--- config.mk ---
export PLATFORM = sky130hd
export DESIGN_NAME = conv2d_relu_engine
export DESIGN_NICKNAME = d
export VERILOG_FILES = /design/src/rtl/conv2d_relu_engine_pkg.sv /design/src/rtl/conv2d_relu_engine_sat_relu.sv /design/src/rtl/conv2d_relu_engine.sv
export SDC_FILE = /design/constraint.sdc
export NUM_CORES = 1
export LEC_CHECK = 0
export CAP_MARGIN = 10
export CORE_MARGIN = 3
export CORE_UTILIZATION = 40
export DETAILED_ROUTE_END_ITERATION = 16
export MAX_ROUTING_LAYER = met4
export PLACE_DENSITY_LB_ADDON = 0.3
export REMOVE_ABC_BUFFERS = 1
export SLEW_MARGIN = 40
export SYNTH_ARGS = -nofsm -noshare
export SYNTH_HDL_FRONTEND = slang
export SYNTH_SLANG_ARGS = --single-unit
--- constraint.sdc ---
create_clock -name clk -period 30.5 [get_ports clk]
set_input_delay 4.575 -clock clk [delete_from_list [all_inputs] [get_ports clk]]
set_output_delay 4.575 -clock clk [all_outputs]
set_load 0.01 [all_outputs]
--- src/rtl/conv2d_relu_engine_pkg.sv ---
// conv_pkg: state encoding and sizing/saturation helpers shared by
// conv2d_relu_engine and conv_sat_relu.
package conv_pkg;

   typedef enum logic [1:0] {
      S_IDLE,
      S_MAC,
      S_WRITE,
      S_DONE
   } conv_state_e;

   function automatic int unsigned out_dim(input int unsigned in_sz,
                                           input int unsigned pad,
                                           input int unsigned k,
                                           input int unsigned stride);
      return (in_sz + 2 * pad - k) / stride + 1;
   endfunction

   function automatic int unsigned acc_width(input int unsigned data_size,
                                             input int unsigned taps);
      return 2 * data_size + $clog2(taps);
   endfunction

   // Index width that never collapses to zero bits for single-entry ranges.
   function automatic int unsigned idx_w(input int unsigned n);
      return (n > 1) ? $clog2(n) : 1;
   endfunction

   function automatic logic signed [63:0] sat_signed(input logic signed [63:0] v,
                                                     input int unsigned width);
      logic signed [63:0] hi;
      logic signed [63:0] lo;
      hi = (64'sd1 <<< (width - 1)) - 64'sd1;
      lo = -hi - 64'sd1;
      if (v > hi) return hi;
      if (v < lo) return lo;
      return v;
   endfunction

endpackage

--- src/rtl/conv2d_relu_engine_sat_relu.sv ---
// conv_sat_relu: accumulator requantization (arithmetic shift, signed
// saturation, ReLU clamp when CONV2D_RELU_EN is defined).
module conv_sat_relu
   import conv_pkg::*;
#(
   parameter int unsigned data_size = 16,
   parameter int unsigned frac_bits = 0,
   parameter int unsigned acc_w     = 36
) (
   input  logic signed [acc_w-1:0]     acc,
   output logic signed [data_size-1:0] y
);

   logic signed [acc_w-1:0] shifted;

   always_comb begin
      shifted = acc >>> frac_bits;
      y       = data_size'(sat_signed(64'(shifted), data_size));
`ifdef CONV2D_RELU_EN
      // Sign of the shifted value equals the sign of the saturated value.
      if (shifted[acc_w-1]) y = '0;
`endif
   end

endmodule

--- src/rtl/conv2d_relu_engine.sv ---
// conv2d_relu_engine: single-MAC sequential 2-D convolution with registered
// output array. Define CONV2D_RELU_EN to clamp negative results to zero.
module conv2d_relu_engine
   import conv_pkg::*;
#(
   parameter int unsigned in_channels  = 1,
   parameter int unsigned out_channels = 1,
   parameter int unsigned kern_rows    = 3,
   parameter int unsigned kern_cols    = 3,
   parameter int unsigned stride_rows  = 1,
   parameter int unsigned stride_cols  = 1,
   parameter int unsigned pad_rows     = 0,
   parameter int unsigned pad_cols     = 0,
   parameter int unsigned in_rows      = 4,
   parameter int unsigned in_cols      = 4,
   parameter int unsigned data_size    = 16,
   parameter int unsigned frac_bits    = 0
) (
   input  logic                        clk,
   input  logic                        rst,
   input  logic                        start,
   input  logic signed [data_size-1:0] in [in_channels][in_rows][in_cols],
   input  logic                        kern_we,
   input  logic [idx_w(out_channels*in_channels*kern_rows*kern_cols)-1:0] kern_addr,
   input  logic signed [data_size-1:0] kern_data,
   output logic                        busy,
   output logic                        done,
   output logic signed [data_size-1:0] out [out_channels]
                                            [out_dim(in_rows, pad_rows, kern_rows, stride_rows)]
                                            [out_dim(in_cols, pad_cols, kern_cols, stride_cols)]
);

   localparam int unsigned TAPS     = in_channels * kern_rows * kern_cols;
   localparam int unsigned KN       = out_channels * TAPS;
   localparam int unsigned OUT_ROWS = out_dim(in_rows, pad_rows, kern_rows, stride_rows);
   localparam int unsigned OUT_COLS = out_dim(in_cols, pad_cols, kern_cols, stride_cols);
   localparam int unsigned ACC_W    = acc_width(data_size, TAPS);
   localparam int unsigned PW       = 2 * data_size;
   localparam int unsigned KAW      = idx_w(KN);
   localparam int unsigned ICW      = idx_w(in_channels);
   localparam int unsigned KRW      = idx_w(kern_rows);
   localparam int unsigned KCW      = idx_w(kern_cols);
   localparam int unsigned OCW      = idx_w(out_channels);
   localparam int unsigned ORW      = idx_w(OUT_ROWS);
   localparam int unsigned OLW      = idx_w(OUT_COLS);
   localparam int unsigned IRW      = idx_w(in_rows);
   localparam int unsigned ILW      = idx_w(in_cols);

   conv_state_e state_q, state_d;
   logic [ICW-1:0] ic_q, ic_d;
   logic [KRW-1:0] kr_q, kr_d;
   logic [KCW-1:0] kc_q, kc_d;
   logic [OCW-1:0] oc_q, oc_d;
   logic [ORW-1:0] orow_q, orow_d;
   logic [OLW-1:0] ocol_q, ocol_d;
   logic signed [ACC_W-1:0] acc_q, acc_d;

   logic signed [data_size-1:0] kernels [KN];
   logic signed [data_size-1:0] out_q [out_channels][OUT_ROWS][OUT_COLS];

   logic signed [data_size-1:0] px;
   logic signed [data_size-1:0] kw;
   logic signed [data_size-1:0] res;
   logic signed [PW-1:0]        prod;
   logic                        tap_first;
   logic                        tap_last;
   logic                        pix_last;
   int                          iy;
   int                          ix;
   int                          kidx;

   assign busy = (state_q == S_MAC) || (state_q == S_WRITE);
   assign done = (state_q == S_DONE);
   assign out  = out_q;

   // Tap operand fetch: padding positions read zero but still cost a cycle.
   always_comb begin
      iy   = int'(orow_q) * int'(stride_rows) + int'(kr_q) - int'(pad_rows);
      ix   = int'(ocol_q) * int'(stride_cols) + int'(kc_q) - int'(pad_cols);
      kidx = ((int'(oc_q) * int'(in_channels) + int'(ic_q)) * int'(kern_rows)
              + int'(kr_q)) * int'(kern_cols) + int'(kc_q);
      px   = '0;
      if (iy >= 0 && iy < int'(in_rows) && ix >= 0 && ix < int'(in_cols))
         px = in[ic_q][IRW'(iy)][ILW'(ix)];
      kw   = kernels[KAW'(kidx)];
      prod = PW'(px) * PW'(kw);
   end

   always_comb begin
      tap_first = (ic_q == '0) && (kr_q == '0) && (kc_q == '0);
      tap_last  = (ic_q == ICW'(in_channels - 1)) && (kr_q == KRW'(kern_rows - 1))
                  && (kc_q == KCW'(kern_cols - 1));
      pix_last  = (oc_q == OCW'(out_channels - 1)) && (orow_q == ORW'(OUT_ROWS - 1))
                  && (ocol_q == OLW'(OUT_COLS - 1));
   end

   always_comb begin
      state_d = state_q;
      ic_d    = ic_q;
      kr_d    = kr_q;
      kc_d    = kc_q;
      oc_d    = oc_q;
      orow_d  = orow_q;
      ocol_d  = ocol_q;
      acc_d   = acc_q;
      case (state_q)
         S_IDLE, S_DONE: begin
            state_d = start ? S_MAC : S_IDLE;
            if (start) begin
               ic_d   = '0;
               kr_d   = '0;
               kc_d   = '0;
               oc_d   = '0;
               orow_d = '0;
               ocol_d = '0;
            end
         end
         S_MAC: begin
            acc_d = (tap_first ? '0 : acc_q) + ACC_W'(prod);
            if (kc_q == KCW'(kern_cols - 1)) begin
               kc_d = '0;
               if (kr_q == KRW'(kern_rows - 1)) begin
                  kr_d = '0;
                  ic_d = (ic_q == ICW'(in_channels - 1)) ? '0 : ic_q + ICW'(1);
               end else begin
                  kr_d = kr_q + KRW'(1);
               end
            end else begin
               kc_d = kc_q + KCW'(1);
            end
            if (tap_last) state_d = S_WRITE;
         end
         S_WRITE: begin
            state_d = pix_last ? S_DONE : S_MAC;
            if (ocol_q == OLW'(OUT_COLS - 1)) begin
               ocol_d = '0;
               if (orow_q == ORW'(OUT_ROWS - 1)) begin
                  orow_d = '0;
                  oc_d   = (oc_q == OCW'(out_channels - 1)) ? '0 : oc_q + OCW'(1);
               end else begin
                  orow_d = orow_q + ORW'(1);
               end
            end else begin
               ocol_d = ocol_q + OLW'(1);
            end
         end
         default: state_d = S_IDLE;
      endcase
   end

   always_ff @(posedge clk) begin
      if (rst) begin
         state_q <= S_IDLE;
         ic_q    <= '0;
         kr_q    <= '0;
         kc_q    <= '0;
         oc_q    <= '0;
         orow_q  <= '0;
         ocol_q  <= '0;
         acc_q   <= '0;
      end else begin
         state_q <= state_d;
         ic_q    <= ic_d;
         kr_q    <= kr_d;
         kc_q    <= kc_d;
         oc_q    <= oc_d;
         orow_q  <= orow_d;
         ocol_q  <= ocol_d;
         acc_q   <= acc_d;
      end
   end

   // Kernel store survives reset so a loaded kernel outlives an aborted run.
   always_ff @(posedge clk) begin
      if (kern_we && !busy) kernels[kern_addr] <= kern_data;
   end

   always_ff @(posedge clk) begin
      if (rst) out_q <= '{default: '0};
      else if (state_q == S_WRITE) out_q[oc_q][orow_q][ocol_q] <= res;
   end

   conv_sat_relu #(
      .data_size(data_size),
      .frac_bits(frac_bits),
      .acc_w    (ACC_W)
   ) u_sat (
      .acc(acc_q),
      .y  (res)
   );

endmodule

# --- Word level (Yosys, flattened, before mapping) ---
# Memories as Yosys holds them, arrays and structs flattened.
# Cells that the tools add are included.
totals:
  regBits: 110
  ram_bits: 144
  in_bits: 280
  out_inout_bits: 66
  word_cells: 135
  memories: 1
mem_list:
  columns: ["memory", "words", "width", "rd", "rd_clocked_by_memory_dff", "wr", "line_no", "source"]
  rows:
  - ["kernels", 9, 16, 1, 0, 1, "conv2d_relu_engine.sv:58", "logic signed [data_size-1:0] kernels [KN];"]
classes:
  add_sub_neg: 12
  n_mul: 3
  magnitude_cmp: 15
  n_eq_ne: 11
  n_mux: 48
  bitwise_logic: 6
  n_reduce_logical: 27
op_table:
  columns: ["operator", "n"]
  rows:
  - ["256-bit 2-to-1 mux", 1]
  - ["64-bit 2-to-1 mux", 3]
  - ["64-bit binary-select mux with 2-bit select", 1]
  - ["16-bit 2-to-1 mux", 8]
  - ["64-bit bitwise mux", 1]
  - ["36-bit adder", 1]
  - ["36-bit by 16-bit > comparator with 1-bit output (second input constant)", 1]
  - ["36-bit by 16-bit < comparator with 1-bit output (second input constant)", 1]
  - ["36-bit 2-to-1 mux", 1]
  - ["16-bit binary-select mux with 2-bit select", 1]
  - ["32-bit demux with 1-bit select", 1]
  - ["16-bit by 16-bit multiplier with 32-bit output", 1]
  - ["32-bit 2-to-1 mux", 1]
  - ["16-bit demux with 1-bit select", 1]
  - ["1-bit 2-to-1 mux", 16]
  - ["1-bit logical AND", 13]
  - ["2-bit 2-to-1 mux", 6]
  - ["2-bit == test (second input constant)", 4]
  - ["2-bit inequality test (second input constant)", 4]
  - ["1-bit case mux with 2 select lines", 4]
  - ["2-bit case mux with 2 select lines", 2]
  - ["4-bit AND reduction", 2]
  - ["1-bit by 2-bit adder with 3-bit output", 2]
  - ["2-bit by 3-bit >= comparator with 1-bit output (second input constant)", 2]
  - ["26 further kinds", 44]

# --- Logic depth before layout (Yosys ltp) ---
# Gate-level depths: netlist of run 1.
logic_depth:
  depth_word: 11
  ltp_mapped: 47
  mapped_depth_nobuf: 44

# --- Modules after synthesis ---
# From an unflattened synthesis of run 1, not the netlist that was laid out.
hier_totals:
  hier_cells: 2250
  area_unflattened_um2: 23413.7
modules_own_cells:
  columns: ["module", "n_inst", "cells_per_inst", "area_each_um2", "seq_area_each_um2"]
  rows:
  - ["conv2d_relu_engine", 1, 2218, 23168.5, 6486.2]
  - ["conv_sat_relu", 1, 32, 245.2, 0.0]

# --- Worst setup path after synthesis of run 1 ---
# Ideal clock, no wire load.
synth_path:
  path_kind: "input port to flip-flop"
  startpoint: "in in[13] in the netlist's numbering"
  endpoint: "reg acc_q[34]"
  setup_time_ps: 87
  arrival_time_ps: 13389
  required_time_ps: 30413
  setup_slack_ps: 17024
  cell_stages: 36
  path_buffers: 1
  path_cell_list: "mux4_2 mux4_2 and2_1 clkbuf_1 nor2b_1 fa_1 inv_1 fa_1 fa_1 inv_1 fa_1 fa_1 inv_1 fa_1 inv_1 ha_1 a2111o_1 o21ai_0 a21oi_1 o21a_1 o21ai_0 a21boi_0 o31a_1 mux2i_1 nand2_1 ha_1 and4_1 nand2_1 a2bb2oi_1 o311ai_1 a311oi_1 nor4_1 a2111oi_2 a21oi_1 xnor2_1 o31ai_1"
synth_via:
  elab_chain_len: 10
synth_lines:
  columns: ["element", "line_no", "source"]
  rows:
  - ["from (decl)", "conv2d_relu_engine.sv:22", "input logic signed [data_size-1:0] in [in_channels][in_rows][in_cols],"]
  - ["256-bit 2-to-1 mux (implied by the code)", "conv2d_relu_engine.sv:84", "px = in[ic_q][IRW'(iy)][ILW'(ix)];"]
  - ["64-bit binary-select mux with 2-bit select", "conv2d_relu_engine.sv:84", null]
  - ["64-bit 2-to-1 mux (implied by the code) (2 in series)", "conv2d_relu_engine.sv:84", null]
  - ["16-bit binary-select mux with 2-bit select", "conv2d_relu_engine.sv:84", null]
  - ["16-bit 2-to-1 mux (implied by the code) (2 in series)", "conv2d_relu_engine.sv:84", null]
  - ["16-bit 2-to-1 mux", "conv2d_relu_engine.sv:83", "if (iy >= 0 && iy < int'(in_rows) && ix >= 0 && ix < int'(in_cols))"]
  - ["16-bit by 16-bit multiplier with 32-bit output", "conv2d_relu_engine.sv:86", "prod = PW'(px) * PW'(kw);"]
  - ["36-bit adder", "conv2d_relu_engine.sv:119", "acc_d = (tap_first ? '0 : acc_q) + ACC_W'(prod);"]
  - ["to (signal assigned)", "conv2d_relu_engine.sv:160", "acc_q <= '0;"]
  - ["to (signal assigned)", "conv2d_relu_engine.sv:169", "acc_q <= acc_d;"]
  - ["to (decl)", "conv2d_relu_engine.sv:56", "logic signed [ACC_W-1:0] acc_q, acc_d;"]
# Every way passes these cells. The select of a mux whose other input is x is not followed.
# A chain may end at the register's enable or synchronous reset.

# --- Worst setup path after layout of run 1 ---
layout_path:
  startpoint: "in in[29] in the netlist's numbering"
  endpoint: "reg acc_q[35]"
# The elaborated chain is that of the path after synthesis.

==> results.md, run 1 <==
* Final clock skew at 0.0196 ns
* Via density at 5.33
* R2R Setup Slk at between 15 and 20 ns
* Die X at ~250 µm
* Commonest non-fill, non-tap cells in the layout: clkdlybuf4s50_1, inv_1, fa_1
* Setup Fix Bufs, Post-CTS at 0
* Skew-Pair Late Insertion Delay at roughly 0.54 ns
* I/O Pins at about 350
* Vias in the first global route at around 19,000
* Async SR Flop Fraction at 0%
* Primary FF master, synth: edfxtp_1
* CTS resizes at 0
* Number of synthesis warnings at 0
* H-tree Lvls at 1
* Final TNS setup at 0 ns
* Outcome: completed
* ANT nets after route at 0
* Buffer depth of the longest clock path at 3
* Area growth, synth to finish at 22.7%
* Final RePlAce weighted congestion at just over 1
* Post-synth EDFFs at about 140
* Hold buffer count at cts at 0
* Synth cell types at between 60 and 70
* CTS Buf Count at 26
* Critical path capture point type: flop
* Fill count at between 5,000 and 6,000
* Sequential area share after synthesis at approximately 28%
* Worst endpoint data arrival time at 14.69 ns
* CP Launch Point: in[29]
* Hold Violations, Final at 0
* Root buffer cell: clkbuf_16
* Avg WL per Cell at 19.9 µm
* Total GRT Usage at around 23%
* CORE AREA at 57,800 µm²
* WHS at between 0.4 and 0.5 ns
* R2R Path End: acc_q[35]
* Initial antenna violation count at 3
* Final layout net count at 3,206
* Initial core utilization at roughly 40%
* Remaining global-route overflow at 0
* Worst-path fanout max at 16
* RR Startpoint: orow_q
* Slew Viols, Final at 0
* Worst-Margin Slew at 0.816 ns
* Largest stage delay on the critical path at around 0.58 ns
* Unrepaired setup endpoints after global routing: false
* Clock-pin slew on the worst setup and hold paths at 0.06 ns
* Post-Route WL at 66.1 mm
* Maxcap violations at 0
* Hpwl dp at 52.6 mm
* FP Rows at about 90
* Worst Reg2Reg Path Length in Cells at 35
* Slowest CP cell: fa_1
* CP Launch Type: input pin
* Synth Cell Area at roughly 23,000 µm²
* CTS tree: built
* Setup violations, final at 0
* Share of layout cells above drive strength 1 at under 10%
* Hold Crit Class: flop to flop
* Residual DRC at 0
* Total number of vias at between 15,000 and 20,000
* Mapped Cells at about 2,200
* CP required at roughly 31 ns
* FF+latch count, synth at roughly 250
* Commonest non-fill, non-tap cell in the layout: clkdlybuf4s50_1
* Critical path class: input pin to flop
* Final Cycle Share at 46.8%
* Fmax at about 70 MHz
* Average cell area after synthesis at 10.5 µm²
* Critical Path Sink: acc_q[35]
* IO Port Bufs at about 350
* Initial DRC Count at 1,188
* Die Y at approximately 250 µm
* First-pass GRT wire length at approximately 110 mm
* Final min period at roughly 14 ns
* Post-place setup slack at 15.66 ns
* Critical path's most frequent cell: fa_1
* Slew HR at about 45%
* Worst Slack Setup Final at ~16 ns
* Detailed Routing Iterations Pass 1 at 5
* CTS sink cnt at approximately 250
* Largest net degree at the start of global routing at 77
* Die area at roughly 60,000 µm²
synth_stat cells (13+ instances only):
cell type | number | area, µm²
xor2_1 | 14 | 123
nor2_1 | 272 | 1020
mux2i_1 | 57 | 571
o21ai_1 | 13 | 65.1
xnor2_1 | 43 | 377
nand3_1 | 39 | 195
clkbuf_1 | 84 | 315
inv_1 | 339 | 1270
nand2_1 | 113 | 424
dfxtp_1 | 108 | 2160
edfxtp_1 | 144 | 4320
ha_1 | 130 | 1630
nand2b_1 | 42 | 263
fa_1 | 265 | 5310
nor3_1 | 22 | 110
mux4_2 | 105 | 2360
nor2b_1 | 61 | 382
buf_1 | 19 | 71.3
a211oi_1 | 72 | 541
a21o_1 | 26 | 195
o21ai_0 | 35 | 175
a21oi_1 | 78 | 390
worst max-delay path, delay by kind of cell:
family          cells  cell delay (ns)
simple gates        6             1.57
xor+xnor            1             0.18
mux                 2             0.98
fa+ha+maj           8             3.77
buf+inv             5             0.73
compound gates     12             2.86
flip-flops by register name (all words and copies together) (netlist names):
name     flops
kernels    144
kc_q         2
acc_q       36
out         64
kr_q         2
orow_q       1
state_q      2
ocol_q       1
worst min path at each step:
stage | cells after the start | to | from
floorplan | 2 | acc_q[27] | acc_q[27]
global placement | 2 | out[31] | out[31]
detailed placement | 2 | acc_q[27] | acc_q[27]
CTS | 2 | acc_q[27] | acc_q[27]
global route | 2 | acc_q[27] | acc_q[27]
finish | 2 | acc_q[27] | acc_q[27]
stage by stage:
| step | std cells | util [%] | area, µm² |
|---|---|---|---|
| after floorplan | 2122 | - | 23000 |
| after global placement | 3264 | 48.1 | 27800 |
| after detailed placement | 3268 | 48.3 | 27900 |
| after CTS | 3315 | 49.7 | 28700 |
| after global routing | 3316 | 49.8 | 28800 |
| final | 3316 | 49.8 | 28800 |
metal layers:
| metal | track usage (%) | up-vias | part of all wire [%] |
|---|---|---|---|
| met5 | - | - | 0 |
| met4 | 4.40 | 0 | 2.2 |
| met3 | 1.94 | 86 | 3.9 |
| met2 | 40.4 | 407 | 54 |
| met1 | 28.1 | 9040 | 40 |
| li1 | - | 8152 | - |
cell type report:
cell class / count / area (µm²) / share of cell area [%]
inverter: 339 / 1270 / 4.42
antenna: 1 / 2.50 / 0.00870
clock inverter: 18 / 145 / 0.505
sequential: 252 / 6490 / 22.6
tap: 765 / 957 / 3.33
timing repair buffer: 381 / 3740 / 13.0
clock buffer: 29 / 672 / 2.34
multi-input combinational: 1531 / 15500 / 53.8
cell families (layout without fill, tap and decap cells):
kind of cell / Yosys count / in the layout / synth area share (%)
xor gates and xnor gates: 57 / 57 / 2.13
buffers and inverters: 447 / 767 / 7.19
other: 0 / 1 / 0
AOI/OAI and AO/OA: 294 / 294 / 8.41
and+or+nand+nor: 616 / 616 / 12.2
adders and majority gates: 395 / 395 / 29.6
muxes: 169 / 169 / 12.9
DFF: 252 / 252 / 27.7
Power of run 1 is left out: the tool's default activity adds up to more than one toggle a clock period on the data nets, which glitch-free logic cannot reach.
==> run 2: changes to the inputs <==
==> constraint.sdc (replaced) <==
create_clock -name clk -period 13.7 [get_ports clk]
set_input_delay 2.055 -clock clk [delete_from_list [all_inputs] [get_ports clk]]
set_output_delay 2.055 -clock clk [all_outputs]
set_load 0.01 [all_outputs]
==> run 2 against run 1 <==
  * Worst hold slack worse by 0.0020 ns
  * Sequential share of layout area hardly changed
  * Critical path type unchanged
  * Non-clock buffer count is 4 higher
  * Largest cell class unchanged
  * Flip-flop and latch count stayed put
  * Final area hardly changed
  * Core utilization hardly changed
  * Via count is 0.58% higher
==> results.md, run 2 (synthesis gave the netlist of run 1 again) <==
* First-pass GRT wire length at between 100 and 150 mm
* Commonest non-fill, non-tap cells in the layout: clkdlybuf4s50_1, inv_1, fa_1
* CORE AREA at approximately 58,000 µm²
* Final RePlAce weighted congestion at about 1.1
* ANT nets after route at 0
* Worst Reg2Reg Path Length in Cells at 40
* Initial DRC Count at about 1,200
* Final clock skew at ~0.022 ns
* Hpwl dp at approximately 54 mm
* CP required at between 10 and 15 ns
* Commonest non-fill, non-tap cell in the layout: clkdlybuf4s50_1
* Hold Violations, Final at 0
* CTS tree: built
* Fmax at ~84 MHz
* Post-Route WL at around 67 mm
* CP Launch Point: in[96]
* R2R Path End: acc_q[34]
* Area growth, synth to finish at 22.8%
* Outcome: completed
* Critical path capture point type: flop
* Largest stage delay on the critical path at 0.57 ns
* Total GRT Usage at between 20% and 30%
* Unrepaired setup endpoints after global routing: false
* CP Depth at 35
* Initial core utilization at roughly 40%
* I/O Pins at between 300 and 400
* Detailed Routing Iterations Pass 1 at 5
* Slew HR at about half
* CP Launch Type: input pin
* Slew Viols, Final at 0
* Die X at between 200 and 250 µm
* M1 GR Usage at 27.7%
* Final min period at around 12 ns
* Worst-path fanout max at 14
* Grt met3 use at approximately 2.3%
* Setup Fix Bufs, Post-CTS at 0
* Via density at 5.36
* Die Y at roughly 250 µm
* Avg WL per Cell at ~20 µm
* Buffer depth of the longest clock path at 3
* CTS sink cnt at 252
* Hold Crit Class: flop to flop
* Critical path's most frequent cell: fa_1
* RR Startpoint: kr_q[1]
* Skew-Pair Late Insertion Delay at 0.54 ns
* Layout Cells excl Fill at around 3,300
* Remaining global-route overflow at 0
* Setup violations, final at 0
* Hold buffer count at cts at 0
* IO Port Bufs at between 300 and 400
* Biggest register: kernels
* CP delay by family, top: adder cells
* Max reg flops at 144
* Final layout net count at 3,210
* Slowest CP cell: fa_1
* Final Cycle Share at between 80 and 90%
* Die area at around 62,000 µm²
* Largest net degree at the start of global routing at 65
* Placed cells at about 3,300
* Maxcap violations at 0
* CP Buf/Inv Count at 4
* H-tree Lvls at 1
* Met2 usage at between 40% and 50%
* Clock-pin slew on the worst setup and hold paths at around 0.060 ns
* Root buffer cell: clkbuf_16
* Residual DRC at 0
* Total number of vias at around 18,000
* R2R Setup Slk at about 1.9 ns
* Initial antenna violation count at 2
* Grt peak-use layer: met2
* # diodes at 0
* Critical Path Sink: acc_q[34]
* CTS resizes at 0
* Final TNS setup at 0 ns
* Vias in the first global route at 19,200
* Critical path class: input pin to flop
* FP Rows at 88
* Worst-Margin Slew at around 0.76 ns
* Worst endpoint data arrival time at about 12 ns
* Share of layout cells above drive strength 1 at approximately a tenth
* CTS Buf Count at 26
==> run 2: changes by cell type in the layout (fill, tap and decap cells not counted), moves of 2 or more <==
cell	before	now
nor3_1	14	16
clkinv_2	7	5
clkinvlp_4	2	0
nor3_2	5	3
inv_6	0	3
clkbuf_1	2	5
buf_4	32	36
clkinv_4	2	0
==> run 2: worst min-delay path by stage <==
stage | start | to | slack, ns | cells past startpoint
after CTS | out[31] | out[31] | 0.50 | 2
after global placement | out[15] | out[15] | 0.48 | 2
after floorplan | acc_q[27] | acc_q[27] | 0.46 | 2
after global routing | out[31] | out[31] | 0.53 | 2
final | out[47] | out[47] | 0.49 | 2
after detailed placement | out[31] | out[31] | 0.48 | 2
==> run 2: per-stage QoR <==
step	area (µm²)	utilization [%]	setup WS [ns]	hold slack, ns
3_3_place_gp	27800	48.1	1.50	0.478
3_5_place_dp	27900	48.3	1.33	0.484
5_1_grt	28800	49.8	1.20	0.529
2_1_floorplan	23000	-	1.75	0.457
6_report	28800	49.8	1.86	0.493
4_1_cts	28800	49.8	1.89	0.499
==> run 2: layout make-up <==
type	count	area, µm²
repair buffers	385	3780
flip-flops and latches	252	6490
inverters	339	1270
well taps	765	957
clock inverters	15	143
fillers	5185	29000
clock buffers	32	683
multi-input cells	1531	15500
==> run 2: worst min-delay path, cell delays in order, from the launching register on <==
cell and delay (ns):
dfxtp_1 0.32, mux2i_1 0.06, nor2_1 0.07
==> run 2: routing by layer <==
layer / up-vias / share of wire, %
met3: 108 / 3.7
met2: 407 / 53
met5: - / 0
met4: 0 / 2.4
li1: 8160 / -
met1: 9112 / 40
Power of run 2 is left out for the same reason.
==> run 3: changes to the inputs <==
--- a/config.mk
+++ b/config.mk
@@ -8,6 +8,7 @@
 export CAP_MARGIN = 10
 export CORE_MARGIN = 3
 export CORE_UTILIZATION = 40
+export CTS_CLUSTER_SIZE = 8
 export DETAILED_ROUTE_END_ITERATION = 16
 export MAX_ROUTING_LAYER = met4
 export PLACE_DENSITY_LB_ADDON = 0.3
==> run 3 against run 2 <==
  * Worst hold slack got worse by 0.0024 ns
  * Highest routed layer unchanged
  * Sequential share of layout area fell by 0.19 points
  * Wire length rose by 0.49%
==> results.md, run 3 (synthesis gave the netlist of run 1 again) <==
* Outcome: completed
* Residual DRC at 0
* CORE AREA at 57,800 µm²
* Initial antenna violation count at 3
* Largest stage delay on the critical path at ~0.56 ns
* CTS tree: built
* Final clock skew at slightly above 0.02 ns
* Vias in the first global route at approximately 19,000
* Final Cycle Share at between 80% and 90%
* Skew-Pair Late Insertion Delay at approximately 0.52 ns
* Placed Area at roughly 28,000 µm²
* Total number of vias at roughly 18,000
* Slowest CP cell: fa_1
* Final RePlAce weighted congestion at 1.06
* Slew HR at between 40% and 50%
* CTS sink cnt at 252
* Post-Route WL at roughly 68 mm
* CTS Buf Count at 38
* Remaining global-route overflow at 0
* Worst-Margin Slew at about 0.77 ns
* FF/Latch Area at 6490 µm²
* Clock-pin slew on the worst setup and hold paths at about 0.05 ns
* Root buffer cell: clkbuf_16
* WHS at about 0.5 ns
* Total GRT Usage at between 20% and 30%
* Hold buffer count at cts at 0
* Largest net degree at the start of global routing at between 60 and 70
* Fmax at between 80 and 90 MHz
* Worst endpoint data arrival time at 12.27 ns
* CP required at roughly 14 ns
* Worst-path fanout max at 16
* Max reg flops at roughly 140
* CP Launch Point: in[125]
* H-tree Lvls at 2
* Commonest non-fill, non-tap cell in the layout: clkdlybuf4s50_1
* Die X at roughly 250 µm
* Die Y at approximately 250 µm
* Hold Violations, Final at 0
* Setup violations, final at 0
* Share of layout cells above drive strength 1 at a little under a tenth
* Final layout net count at around 3,200
* RR Startpoint: kr_q[1]
* IO Port Bufs at ~350
* Min-delay src: out[31]
* Initial core utilization at about two fifths
* ANT nets after route at 0
* FP Rows at a little under 90
* Area growth, synth to finish at 23.8%
* Buffer depth of the longest clock path at 3
* Multi-input logic area at 15,500 µm²
* Hpwl dp at 54.3 mm
* Post-Layout Inst Area at between 20,000 and 30,000 µm²
* Initial DRC Count at about 1,100
* Maxcap violations at 0
* Critical path's most frequent cell: fa_1
* Slew Viols, Final at 0
* Detailed Routing Iterations Pass 1 at 6
* I/O Pins at 346
* Via density at approximately 5.4
* Critical path capture point type: flop
* Setup Fix Bufs, Post-CTS at 0
* Die area at roughly 60,000 µm²
* Hold Crit Class: flop to flop
* CP Launch Type: input pin
* Biggest register: kernels
* Commonest non-fill, non-tap cells in the layout: clkdlybuf4s50_1, inv_1, fa_1
* First-pass GRT wire length at about 110 mm
* Critical path class: input pin to flop
* Final min period at roughly 12 ns
* CTS resizes at 0
* Fill count at roughly 5,000
* Final TNS setup at 0 ns
* Avg WL per Cell at around 20 µm
* Unrepaired setup endpoints after global routing: false
run 3: cell count changes in the layout (fill, tap and decap cells not counted), moves of 2 or more:
| cell | before | now |
|---|---|---|
| inv_6 | 3 | 1 |
| clkbuf_16 | 26 | 38 |
| clkinv_2 | 5 | 1 |
| diode_2 | 0 | 2 |
| clkbuf_1 | 5 | 8 |
| clkinv_1 | 4 | 0 |
| bufinv_16 | 2 | 0 |
run 3: worst paths after layout:
check        slack [ns]        end  depth (start not counted)
min reg2reg        0.49    out[31]                          2
max reg2reg        1.91  acc_q[34]                         40
max                1.86  acc_q[34]                         36
min                0.49    out[31]                          2
run 3: critical path: cells and delay by family:
kind | cells | cell delay, ns
adder cells (fa/ha/maj) | 8 | 3.76
XOR/XNOR | 1 | 0.14
AO/OA/AOI/OAI | 13 | 3.25
multiplexers | 3 | 1.13
buffers and inverters | 5 | 0.72
AND/OR/NAND/NOR | 6 | 1.15
run 3: metal layers:
layer  track usage, %  part of all wire, %
met1             28.0                   40
met2             41.2                   53
met3             2.52                  4.2
met4             5.38                  2.4
met5                -                    0
run 3: area by class of cell:
| cell class | instances | area share (%) |
|---|---|---|
| antenna | 2 | 0.0172 |
| multi-input combinational | 1531 | 53.3 |
| clock inverter | 5 | 0.250 |
| inverter | 339 | 4.38 |
| clock buffer | 47 | 3.43 |
| tap | 765 | 3.30 |
| timing repair buffer | 385 | 13.0 |
| sequential | 252 | 22.3 |
run 3: per-stage QoR:
| stage | util (%) | std cells | setup slack (ns) |
|---|---|---|---|
| after CTS | 50.2 | 3323 | 1.86 |
| after detailed placement | 48.3 | 3271 | 1.33 |
| after floorplan | - | 2122 | 1.75 |
| final | 50.2 | 3326 | 1.86 |
| after global placement | 48.1 | 3267 | 1.50 |
| after global routing | 50.2 | 3325 | 1.15 |
Power of run 3 is left out for the same reason.
